### config.mk
export PLATFORM = sky130hd
export DESIGN_NAME = sad_min_scheduler
export DESIGN_NICKNAME = d
export VERILOG_FILES = /design/src/rtl/sad_min_scheduler.sv
export SDC_FILE = /design/constraint.sdc
export NUM_CORES = 1
export LEC_CHECK = 0
export CAP_MARGIN = 20
export CORE_MARGIN = 3
export CORE_UTILIZATION = 30
export CTS_BUF_LIST = sky130_fd_sc_hd__clkbuf_8
export CTS_CLUSTER_DIAMETER = 200
export DETAILED_ROUTE_END_ITERATION = 6
export GPL_ROUTABILITY_DRIVEN = 0
export SYNTH_ARGS = -nofsm -noshare
export SYNTH_HDL_FRONTEND = slang
export SYNTH_SLANG_ARGS = --single-unit
### constraint.sdc
create_clock -name Clk -period 15.5 [get_ports Clk]
set_input_delay 4.65 -clock Clk [delete_from_list [all_inputs] [get_ports Clk]]
set_output_delay 4.65 -clock Clk [all_outputs]
set_load 0.01 [all_outputs]
### src/rtl/sad_min_scheduler.sv
// Sequential minimum-SAD search controller: takes one candidate SAD per accept in
// raster order, tracks the running minimum and reports its SAD, index, row and column.
module sad_min_scheduler #(
   parameter int SEARCH_W = 61,
   parameter int SEARCH_H = 61,
   parameter int SAD_W    = 32,
   parameter int IDX_W    = 32
) (
   input  logic             Clk,
   input  logic             Rst,
   input  logic             start,
   input  logic             abort,
   input  logic             cand_valid,
   input  logic [SAD_W-1:0] cand_sad,
   output logic             cand_ready,
   output logic             busy,
   output logic             result_valid,
   input  logic             result_ack,
   output logic [SAD_W-1:0] best_sad,
   output logic [IDX_W-1:0] best_index,
   output logic [IDX_W-1:0] best_row,
   output logic [IDX_W-1:0] best_col
);

   typedef enum logic [1:0] {S_IDLE, S_ACCUM, S_DONE} state_t;

   localparam logic [IDX_W-1:0] IDX_ONE  = IDX_W'(1);
   localparam logic [IDX_W-1:0] LAST_COL = IDX_W'(SEARCH_W - 1);
   localparam logic [IDX_W-1:0] LAST_IDX = IDX_W'(SEARCH_W * SEARCH_H - 1);

   state_t           r_state;
   logic             r_cand_ready;
   logic             r_busy;
   logic             r_result_valid;

   logic [IDX_W-1:0] r_row;
   logic [IDX_W-1:0] r_col;
   logic [IDX_W-1:0] r_count;

   logic [SAD_W-1:0] r_min_sad;
   logic [IDX_W-1:0] r_min_idx;
   logic [IDX_W-1:0] r_min_row;
   logic [IDX_W-1:0] r_min_col;

   logic [SAD_W-1:0] r_best_sad;
   logic [IDX_W-1:0] r_best_idx;
   logic [IDX_W-1:0] r_best_row;
   logic [IDX_W-1:0] r_best_col;

   logic             w_accept;
   logic             w_take;
   logic             w_last;
   logic [SAD_W-1:0] w_nxt_sad;
   logic [IDX_W-1:0] w_nxt_idx;
   logic [IDX_W-1:0] w_nxt_row;
   logic [IDX_W-1:0] w_nxt_col;

   // NOTE: the post-accept minimum is formed combinationally so that the final
   // accept can load best_* on the same edge that enters DONE (one-cycle latency).
   // The <= compare lets a later equal candidate win, like the pairwise compare tree.
   assign w_accept  = r_cand_ready & cand_valid;
   assign w_take    = (cand_sad <= r_min_sad);
   assign w_last    = (r_count == LAST_IDX);
   assign w_nxt_sad = w_take ? cand_sad : r_min_sad;
   assign w_nxt_idx = w_take ? r_count  : r_min_idx;
   assign w_nxt_row = w_take ? r_row    : r_min_row;
   assign w_nxt_col = w_take ? r_col    : r_min_col;

   // NOTE: all state is sequential and uses non-blocking assignments only.
   always_ff @(posedge Clk or posedge Rst) begin
      if (Rst) begin
         r_state        <= S_IDLE;
         r_cand_ready   <= 1'b0;
         r_busy         <= 1'b0;
         r_result_valid <= 1'b0;
         r_row          <= '0;
         r_col          <= '0;
         r_count        <= '0;
         r_min_sad      <= '1;
         r_min_idx      <= '0;
         r_min_row      <= '0;
         r_min_col      <= '0;
         r_best_sad     <= '1;
         r_best_idx     <= '0;
         r_best_row     <= '0;
         r_best_col     <= '0;
      end else begin
         case (r_state)
            S_IDLE: begin
               if (start) begin
                  r_state      <= S_ACCUM;
                  r_cand_ready <= 1'b1;
                  r_busy       <= 1'b1;
                  r_row        <= '0;
                  r_col        <= '0;
                  r_count      <= '0;
                  r_min_sad    <= '1;
                  r_min_idx    <= '0;
                  r_min_row    <= '0;
                  r_min_col    <= '0;
               end
            end

            S_ACCUM: begin
               if (abort) begin
                  r_state      <= S_IDLE;
                  r_cand_ready <= 1'b0;
                  r_busy       <= 1'b0;
               end else if (w_accept) begin
                  r_min_sad <= w_nxt_sad;
                  r_min_idx <= w_nxt_idx;
                  r_min_row <= w_nxt_row;
                  r_min_col <= w_nxt_col;
                  r_count   <= r_count + IDX_ONE;
                  if (r_col == LAST_COL) begin
                     r_col <= '0;
                     r_row <= r_row + IDX_ONE;
                  end else begin
                     r_col <= r_col + IDX_ONE;
                  end
                  if (w_last) begin
                     r_state        <= S_DONE;
                     r_cand_ready   <= 1'b0;
                     r_result_valid <= 1'b1;
                     r_best_sad     <= w_nxt_sad;
                     r_best_idx     <= w_nxt_idx;
                     r_best_row     <= w_nxt_row;
                     r_best_col     <= w_nxt_col;
                  end
               end
            end

            S_DONE: begin
               if (result_ack) begin
                  r_state        <= S_IDLE;
                  r_result_valid <= 1'b0;
                  r_busy         <= 1'b0;
               end
            end

            default: begin
               r_state        <= S_IDLE;
               r_cand_ready   <= 1'b0;
               r_busy         <= 1'b0;
               r_result_valid <= 1'b0;
            end
         endcase
      end
   end

   assign cand_ready   = r_cand_ready;
   assign busy         = r_busy;
   assign result_valid = r_result_valid;
   assign best_sad     = r_best_sad;
   assign best_index   = r_best_idx;
   assign best_row     = r_best_row;
   assign best_col     = r_best_col;

endmodule

==> metrics.txt, run 1 <==
run status=finished, final reports clean; setup-violating endpoint count in the final report=0; Clock Skew=0.0294 ns; layout overhead on the synthesized area=21.1%; most instantiated library cell after synthesis=sky130_fd_sc_hd__nand2_1; post-synth design cell area=0.0171 sq mm; Post-Layout Cell Count=2,652; Worst Setup Start Kind=primary input; Avg Synthesized Cell Area=9.83 sq um; final worst slack=7.61 ns; library cell with the largest summed area after synthesis=sky130_fd_sc_hd__dfrtp_1; Fillers=approximately 5,600; worst relative slew slack=0.334; number of placed I/O pins=between 150 and 200; CTS sink cnt=between 300 and 400; top cells by count, synth=304 x sky130_fd_sc_hd__nand2_1, 293 x sky130_fd_sc_hd__dfrtp_1, 137 x sky130_fd_sc_hd__nand4_1; CTS Hold Buffers Added=0; number of H-tree levels=3; clock root buffer=sky130_fd_sc_hd__clkbuf_8; worst-case vdd ir drop=approximately 0.078 mV; predominant post-synthesis flop cell=sky130_fd_sc_hd__dfrtp_1; starting utilization of the core area=0.307; required time reported for the critical path endpoint=16.03 ns; FP Rows=86; final setup TNS=0 ns; Hold Crit Start=best_index[30]; width of the chip=245 um; setup repair after global routing missed its margin=false; share of Yosys cell area claimed by the top area cell type=0.429; ratio of cells with drive above 1 in the final layout=0.109; # port buffers=168; post-CTS clock slew at the launch and capture registers of the worst setup and hold paths=0.05 ns; HPWL after detailed placement=30.2 mm; CTS buffer count=66; overall power of the completed layout=2390 uW; Fin. Hold Viols=0; total leakage power=0.00858 uW; number of vias after detailed routing=14,000; kind of end point of the critical path=register; core footprint=0.0557 sq mm; count of state elements after synthesis=around 360; async set or reset register ratio after synthesis=1.00; total inserted antenna cells=0; sequential share of the synthesized area=0.527; number of search-and-repair iterations in the first detailed-routing pass=5; Post-Synthesis Cells=1,741; cells resized by post-CTS repair=0; minimum clock period after layout=7.89 ns; Max Transition Viols Final=0; Starting DRT DRC Count=886; utilization after layout=0.372; number of unique standard cell types used by synthesis=64; WL per Instance=18.6 um; post-route antenna net violation count=0; fin nets=1,934; maximum number of pins on one net before global-route repair=174; global route overflow=0; setup slack at placement=6.96 ns; CTS tree=built; Clock Latency Late Sink=0.64 ns; classification of the worst setup path=primary input to register; Max Freq=between 0.1 and 0.15 GHz; power per cell area=approximately 120 mW/mm^2; part of the cycle the worst path needs=0.509; number of antenna violations at the first check in global routing=0; die height=~240 um; worst r2r src=r_min_sad[25]; largest fanout on the critical path=73; DRC violation count after routing=0; total length of routed wires=slightly below 50 mm; CP Launch Point=cand_sad[25]; crit path DAT=about 8.4 ns; Net Count, Synth=1,816; Bufs on Longest Clock Path=3; Post CTS Setup Buffer Count=0; Slew @ Worst Pin=0.992 ns; number of vias per cell=5.29; total placed cells including tap cells=2,537; die area=0.0599 sq mm; total routing resource utilization after global routing=0.165; wire length of the first global-routing pass=80.8 mm; yosys warns=0; top cells by area in the synthesized netlist=sky130_fd_sc_hd__dfrtp_1 43%, sky130_fd_sc_hd__dfstp_2 9.8%, sky130_fd_sc_hd__nand2_1 6.7%; number of maximum-capacitance violations=0; number of synthesized flops with an enable pin=0; via count of the first global-routing pass=~15,000; Worst Hold Class=register to register
==> cell type report <==
cell class,instances,area (sq um),area share
Clock buffer,79,1090,0.0525
Clock inverter,34,156,0.00755
Inverter,52,203,0.00978
Multi-Input combinational cell,1188,7350,0.355
Sequential cell,357,9010,0.435
Tap cell,748,936,0.0452
Timing Repair Buffer,194,1970,0.0951
==> per-stage QoR <==
stage / hold WS, ns / area [sq um]
4_1_cts: 0.483 / 20700
2_1_floorplan: 0.466 / 17100
6_report: 0.481 / 20700
5_1_grt: 0.503 / 20700
3_3_place_gp: 0.464 / 19400
3_5_place_dp: 0.470 / 19400
==> layer usage <==
layer	wire length [um]	up-vias	GRT usage
met2	23100	330	0.265
li1	-	6556	-
met4	979	0	0.0563
met5	0	-	0
met1	22200	7068	0.218
met3	2930	71	0.0422
==> sequential cells by signal, indices dropped and copies added (netlist names) <==
register,cells
best_col,32
best_index,32
best_row,32
best_sad,32
r_col,32
r_count,32
r_min_col,32
r_min_idx,32
r_min_row,32
r_min_sad,32
r_row,32
r_state,2
busy,1
cand_ready,1
result_valid,1
==> critical path: stages <==
cell and delay (ns):
sky130_fd_sc_hd__clkdlybuf4s50_1 0.46, sky130_fd_sc_hd__ha_1 0.33, sky130_fd_sc_hd__nand4_1 0.26, sky130_fd_sc_hd__nor4_1 0.47, sky130_fd_sc_hd__nand2_1 0.20, sky130_fd_sc_hd__o21ai_4 0.10
sky130_fd_sc_hd__buf_4 0.54, sky130_fd_sc_hd__buf_4 0.81, sky130_fd_sc_hd__nand3_1 0.35, sky130_fd_sc_hd__o211ai_1 0.19
==> cells by family after synthesis <==
family | Yosys count | share of synthesized area
flip-flops | 357 | 0.527
multiplexers | 3 | 0.00190
AND/OR/NAND/NOR | 706 | 0.204
buffers and inverters | 196 | 0.0470
adder cells (fa/ha/maj) | 37 | 0.0271
AO/OA/AOI/OAI | 371 | 0.156
XOR/XNOR | 71 | 0.0363
==> final timing paths <==
kind	endpoint	slack [ns]	cells past startpoint
min	best_index[30]	0.48	2
min in group asynchronous	best_col[2]	4.65	2
max reg2reg	best_index[3]	11.54	10
max in group asynchronous	r_row[8]	8.72	4
max	best_index[3]	7.61	10
min reg2reg	best_index[30]	0.48	2
==> layout by cell type (no fill, tap or decap), drive strengths merged, types with 5 or more instances in the layout <==
cell type        n
nand2          304
dfrtp          293
clkdlybuf4s50  168
nand4          140
o211ai         107
a22o            97
nor2            88
clkbuf          79
inv             79
o21ai           75
dfstp           64
nor4            47
xor2            46
ha              37
nand3           34
a31oi           33
a21oi           29
buf             26
xnor2           25
and3            24
and4            12
or3             12
nor3            11
and2            11
clkinv           6
o31ai            5
==> power by group <==
part	internal, uW	switching (uW)
clock network	462	407
registers	997	50.2
logic	124	349
total	1580	807
Note: power is estimated with default switching activity, not from simulation.
==> run 2: changes to the inputs <==
==> constraint.sdc (replaced) <==
create_clock -name Clk -period 6.6 [get_ports Clk]
set_input_delay 1.98 -clock Clk [delete_from_list [all_inputs] [get_ports Clk]]
set_output_delay 1.98 -clock Clk [all_outputs]
set_load 0.01 [all_outputs]
==> run 2 against run 1 <==
Effect of this change: sequential share of layout area is 0.22 points lower; core utilization is 0.19 points higher; clock power is 140% higher; critical path type unchanged; wire length is 1.2% lower; die area stayed put; hold slack better by 0.0038 ns.
==> metrics.txt, run 2 (same netlist as run 1, synthesis figures left out) <==
Bufs on Longest Clock Path=3 (unchanged); post-CTS clock slew at the launch and capture registers of the worst setup and hold paths=0.06 ns (about the same); post-route standard cell area excluding fillers=0.0208 sq mm (+0.50%); number of placed I/O pins=169 (unchanged); CTS buffer count=61 (-7.6%); kind of end point of the critical path=register; Fin Hold WS=0.485 ns (+0.00381 ns); Fillers=5,577 (-1.2%); total leakage power=0.00864 uW (+0.67%); width of the chip=245 um (unchanged); clock root buffer=sky130_fd_sc_hd__clkbuf_8; Slew @ Worst Pin=0.982 ns (-0.00926 ns); WL per Instance=18.3 um (-1.3%); wire length of the first global-routing pass=79.9 mm (-1.1%); stage delay of the slowest cell on the critical path=0.70 ns (-0.11 ns); HPWL after detailed placement=31.0 mm (+2.6%); die area=0.0599 sq mm (unchanged); Post-Layout Cell Count=2,657 (+0.19%); cells resized by post-CTS repair=0 (unchanged); CTS Hold Buffers Added=0 (unchanged); fin nets=1,932 (-0.10%); power per cell area=274 mW/mm^2 (+140%); number of vias after detailed routing=14,000 (-0.24%); Post CTS Setup Buffer Count=0 (unchanged); starting utilization of the core area=0.307 (unchanged); utilization after layout=0.374 (+0.00186); cell-by-cell trace of the critical path=clkdlybuf4s50_1, ha_1, nand4_1, nor4_1, nand2_1, o21ai_4, buf_4, nand3_1, o211ai_1; number of maximum-capacitance violations=0 (unchanged); run status=finished, final reports clean; number of cell instances on the worst register-to-register path=9 (-1); minimum clock period after layout=roughly 4.6 ns; global route overflow=0 (unchanged); CTS sink cnt=357 (unchanged); total length of routed wires=48.7 mm (-1.2%); Worst Setup Start Kind=primary input; setup-violating endpoint count in the final report=0 (unchanged); die height=245 um (unchanged); core footprint=0.0557 sq mm (unchanged); Fin. Hold Viols=0 (unchanged); worst relative slew slack=0.345 (+0.0113); Starting DRT DRC Count=1,069 (+21%); CTS tree=built; number of search-and-repair iterations in the first detailed-routing pass=5 (unchanged); number of vias per cell=5.27 (-0.43%); worst r2r src=r_min_sad[14]; classification of the worst setup path=primary input to register; end of the worst register-to-register path=best_index[9]; setup repair after global routing missed its margin=false; largest fanout on the critical path=79 (+8.2%); total placed cells including tap cells=2,542 (+0.20%); ratio of cells with drive above 1 in the final layout=0.111 (+0.00233); DRC violation count after routing=0 (unchanged); number of antenna violations at the first check in global routing=0 (unchanged); CP endpoint=best_index[9]; worst-case vdd ir drop=0.174 mV (+120%); commonest non-fill, non-tap cells in the layout=303 x sky130_fd_sc_hd__nand2_1, 293 x sky130_fd_sc_hd__dfrtp_1, 168 x sky130_fd_sc_hd__clkdlybuf4s50_1; Worst Hold Class=register to register; total routing resource utilization after global routing=0.163 (-0.00207); highest-delay cell along the critical path=sky130_fd_sc_hd__buf_4; setup slack at placement=1.31 ns (-5.64 ns); register-to-register setup slack=3.27 ns (-8.27 ns); Max Transition Viols Final=0 (unchanged); Clock Latency Late Sink=0.69 ns (+0.05 ns); via count of the first global-routing pass=14,400 (-1.0%); FP Rows=86 (unchanged); number of H-tree levels=2 (-1); crit path DAT=5.15 ns (-3.27 ns); required time reported for the critical path endpoint=7.20 ns (-8.83 ns); Max Freq=around 0.22 GHz; cell area after placement=0.0195 sq mm (+0.39%); # port buffers=168 (unchanged); part of the cycle the worst path needs=0.690; final worst slack=2.04 ns (-5.57 ns); layout overhead on the synthesized area=21.7%; most common cell after layout, fill and taps aside=sky130_fd_sc_hd__nand2_1; Clock Skew=0.0380 ns (+0.00856 ns); total inserted antenna cells=0 (unchanged); post-route antenna net violation count=0 (unchanged); maximum number of pins on one net before global-route repair=135 (-22%); CP Launch Point=cand_sad[14]
run 2: changes by cell type in the layout (fill, tap and decap cells not counted):
cell                        previous run  this run
sky130_fd_sc_hd__clkinv_8              0         1
sky130_fd_sc_hd__inv_8                 2         0
sky130_fd_sc_hd__clkbuf_8             79        82
sky130_fd_sc_hd__buf_12                1         6
sky130_fd_sc_hd__inv_12                0         1
sky130_fd_sc_hd__inv_16                0         1
sky130_fd_sc_hd__clkinv_2              6         5
sky130_fd_sc_hd__buf_4                21        22
sky130_fd_sc_hd__inv_6                 2         0
sky130_fd_sc_hd__bufinv_16             0         1
sky130_fd_sc_hd__buf_16                4         1
run 2: how the worst min path moves through the flow:
stage | startpoint | endpoint | depth (start not counted)
finish | best_index[29] | best_index[29] | 2
CTS | r_min_sad[6] | best_sad[6] | 2
global placement | result_valid | result_valid | 2
detailed placement | result_valid | result_valid | 2
global route | best_sad[3] | best_sad[3] | 2
floorplan | r_min_col[31] | r_min_col[31] | 1
run 2: worst max-delay path, delay by kind of cell:
kind	cells	cell delay [ns]
simple gates	4	1.24
buf+inv	2	1.15
fa+ha+maj	1	0.34
compound gates	2	0.31
run 2: final cells by class:
type | count | area, sq um | share of cell area
Multi-Input combinational cell | 1188 | 7350 | 0.353
Inverter | 52 | 199 | 0.00955
Clock inverter | 33 | 198 | 0.00949
Sequential cell | 357 | 9010 | 0.433
Clock buffer | 82 | 1130 | 0.0542
Timing Repair Buffer | 197 | 1990 | 0.0958
Tap cell | 748 | 936 | 0.0449
run 2: through the flow:
stage          power, uW  setup TNS (ns)
5_1_grt             6020               0
6_report            5700               0
3_5_place_dp        3620               0
2_1_floorplan       3220          -32.84
4_1_cts             5780               0
3_3_place_gp        3590               0
run 2: metal layers:
layer | vias up | part of all wire | global-route usage
li1 | 6576 | - | -
met1 | 6963 | 0.44 | 0.214
met2 | 362 | 0.47 | 0.267
met3 | 90 | 0.059 | 0.0336
met4 | 0 | 0.027 | 0.0594
met5 | - | 0 | 0
run 2: power by group:
part / switching (uW) / leakage, uW / internal (uW)
Combinational: 820 / 0.00312 / 304
Sequential: 119 / 0.00475 / 2340
Clock: 959 / 0.000775 / 1160
==> run 3: changes to the inputs <==
==> constraint.sdc (replaced) <==
create_clock -name Clk -period 4.7 [get_ports Clk]
set_input_delay 1.41 -clock Clk [delete_from_list [all_inputs] [get_ports Clk]]
set_output_delay 1.41 -clock Clk [all_outputs]
set_load 0.01 [all_outputs]
==> run 3 against run 2 <==
Effect of this change: sequential power increased by 40%; die area unchanged; total power grew 41%; hold slack worse by 0.0014 ns; critical path type unchanged; critical endpoint is now best_sad[6].
==> metrics.txt, run 3 (same netlist as run 1, synthesis figures left out) <==
run status=finished, final reports clean; crit path DAT=4.38 ns (-0.77 ns); total length of routed wires=49.2 mm (+1.1%); power per cell area=383 mW/mm^2 (+40%); die height=245 um (unchanged); layout overhead on the synthesized area=22.3%; CTS buffer count=68 (+11%); total routing resource utilization after global routing=0.166 (+0.00248); width of the chip=245 um (unchanged); setup-violating endpoint count in the final report=0 (unchanged); # port buffers=168 (unchanged); stage delay of the slowest cell on the critical path=0.56 ns (-0.14 ns); Fillers=5,568 (-0.16%); number of vias per cell=5.32 (+0.97%); clock root buffer=sky130_fd_sc_hd__clkbuf_8; part of the cycle the worst path needs=0.820; Starting DRT DRC Count=987 (-7.7%); total leakage power=0.00866 uW (+0.22%); via count of the first global-routing pass=14,500 (+0.89%); post-CTS clock slew at the launch and capture registers of the worst setup and hold paths=0.05 ns (about the same); Hold Crit Start=best_index[28]; number of search-and-repair iterations in the first detailed-routing pass=5 (unchanged); WL per Instance=18.5 um (+0.88%); starting utilization of the core area=0.307 (unchanged); number of vias after detailed routing=14,200 (+1.2%); number of H-tree levels=3 (+1); setup repair after global routing missed its margin=false; cell-by-cell trace of the critical path=clkdlybuf4s50_1, ha_1, nand4_1, nor4_1, nand2_1, o21ai_4, buf_4, nand4_1, o211ai_1; Worst Hold Class=register to register; Bufs on Longest Clock Path=3 (unchanged); global route overflow=0 (unchanged); ratio of cells with drive above 1 in the final layout=0.116 (+0.00487); DRC violation count after routing=0 (unchanged); CTS sink cnt=357 (unchanged); worst r2r src=r_min_sad[25]; Post CTS Setup Buffer Count=0 (unchanged); Hold Path Stages=2 (unchanged); sequential cell area=0.00901 sq mm (unchanged); worst relative slew slack=0.398 (+0.0524); wire length of the first global-routing pass=80.6 mm (+0.98%); Slew @ Worst Pin=0.900 ns (-0.0826 ns); CP Launch Point=cand_sad[30]; post-route standard cell area excluding fillers=0.0209 sq mm (+0.47%); multi-input logic area=0.00735 sq mm (unchanged); maximum number of pins on one net before global-route repair=98 (-27%); number of cell instances on the worst register-to-register path=9 (unchanged); overall power of the completed layout=8010 uW (+41%); Post-Layout Cell Count=2,663 (+0.23%); minimum clock period after layout=3.85 ns; number of antenna violations at the first check in global routing=0 (unchanged); fin nets=1,945 (+0.67%); cells resized by post-CTS repair=0 (unchanged); total inserted antenna cells=0 (unchanged); most common cell after layout, fill and taps aside=sky130_fd_sc_hd__nand2_1; total placed cells including tap cells=2,548 (+0.24%); Worst Setup Start Kind=primary input; required time reported for the critical path endpoint=5.22 ns (-1.98 ns); Clock Latency Late Sink=0.62 ns (-0.07 ns); cell area after placement=0.0196 sq mm (+0.64%); worst-case vdd ir drop=0.196 mV (+12%); kind of end point of the critical path=register; core footprint=0.0557 sq mm (unchanged); number of maximum-capacitance violations=0 (unchanged); classification of the worst setup path=primary input to register; Max Transition Viols Final=0 (unchanged); most used cell, CP=sky130_fd_sc_hd__nand4_1; commonest non-fill, non-tap cells in the layout=303 x sky130_fd_sc_hd__nand2_1, 293 x sky130_fd_sc_hd__dfrtp_1, 168 x sky130_fd_sc_hd__clkdlybuf4s50_1; CTS Hold Buffers Added=0 (unchanged); die area=0.0599 sq mm (unchanged); Clock Skew=0.0321 ns (-0.00592 ns); Max Freq=0.259 GHz; post-route antenna net violation count=0 (unchanged); HPWL after detailed placement=31.4 mm (+1.5%); highest-delay cell along the critical path=sky130_fd_sc_hd__nor4_1; largest fanout on the critical path=57 (-28%); Fin Hold WS=0.483 ns (-0.00144 ns); number of placed I/O pins=169 (unchanged); Fin. Hold Viols=0 (unchanged); CTS tree=built; FP Rows=86 (unchanged)
==> run 3: final cells by class <==
class | count | share of cell area
Multi-Input combinational cell | 1188 | 0.351
Clock buffer | 84 | 0.0553
Sequential cell | 357 | 0.431
Inverter | 52 | 0.00951
Tap cell | 748 | 0.0447
Timing Repair Buffer | 203 | 0.101
Clock inverter | 31 | 0.00688
==> run 3: worst paths after layout <==
kind / to / slack, ns
min in group asynchronous: r_row[16] / 1.20
max reg2reg: best_sad[6] / 1.62
min reg2reg: best_index[28] / 0.48
max in group asynchronous: best_col[9] / 2.60
min: best_index[28] / 0.48
max: best_sad[6] / 0.85
==> run 3: stage by stage <==
step | worst slack, ns | util | TNS, ns
after floorplan | -1.44 | - | -432.29
after global placement | 0.213 | 0.352 | 0
after detailed placement | 0.261 | 0.352 | 0
after CTS | 0.920 | 0.375 | 0
after global routing | 0.622 | 0.375 | 0
final | 0.846 | 0.375 | 0
==> run 3: per-layer routing <==
layer	wire length, um	up-vias	GRT usage
met3	2670	87	0.0344
met1	22500	7109	0.224
li1	-	6589	-
met4	1360	0	0.0637
met5	0	-	0
met2	22600	374	0.262
==> run 3: power by group <==
part	internal, uW	switching, uW
clock	1600	1330
combinational	452	1170
sequential	3290	164
total	5350	2660
==> run 3: worst max-delay path, delay by kind of cell <==
kind	cells	cell delay, ns
fa+ha+maj	1	0.37
simple gates	4	1.22
buf+inv	2	1.06
compound gates	2	0.29
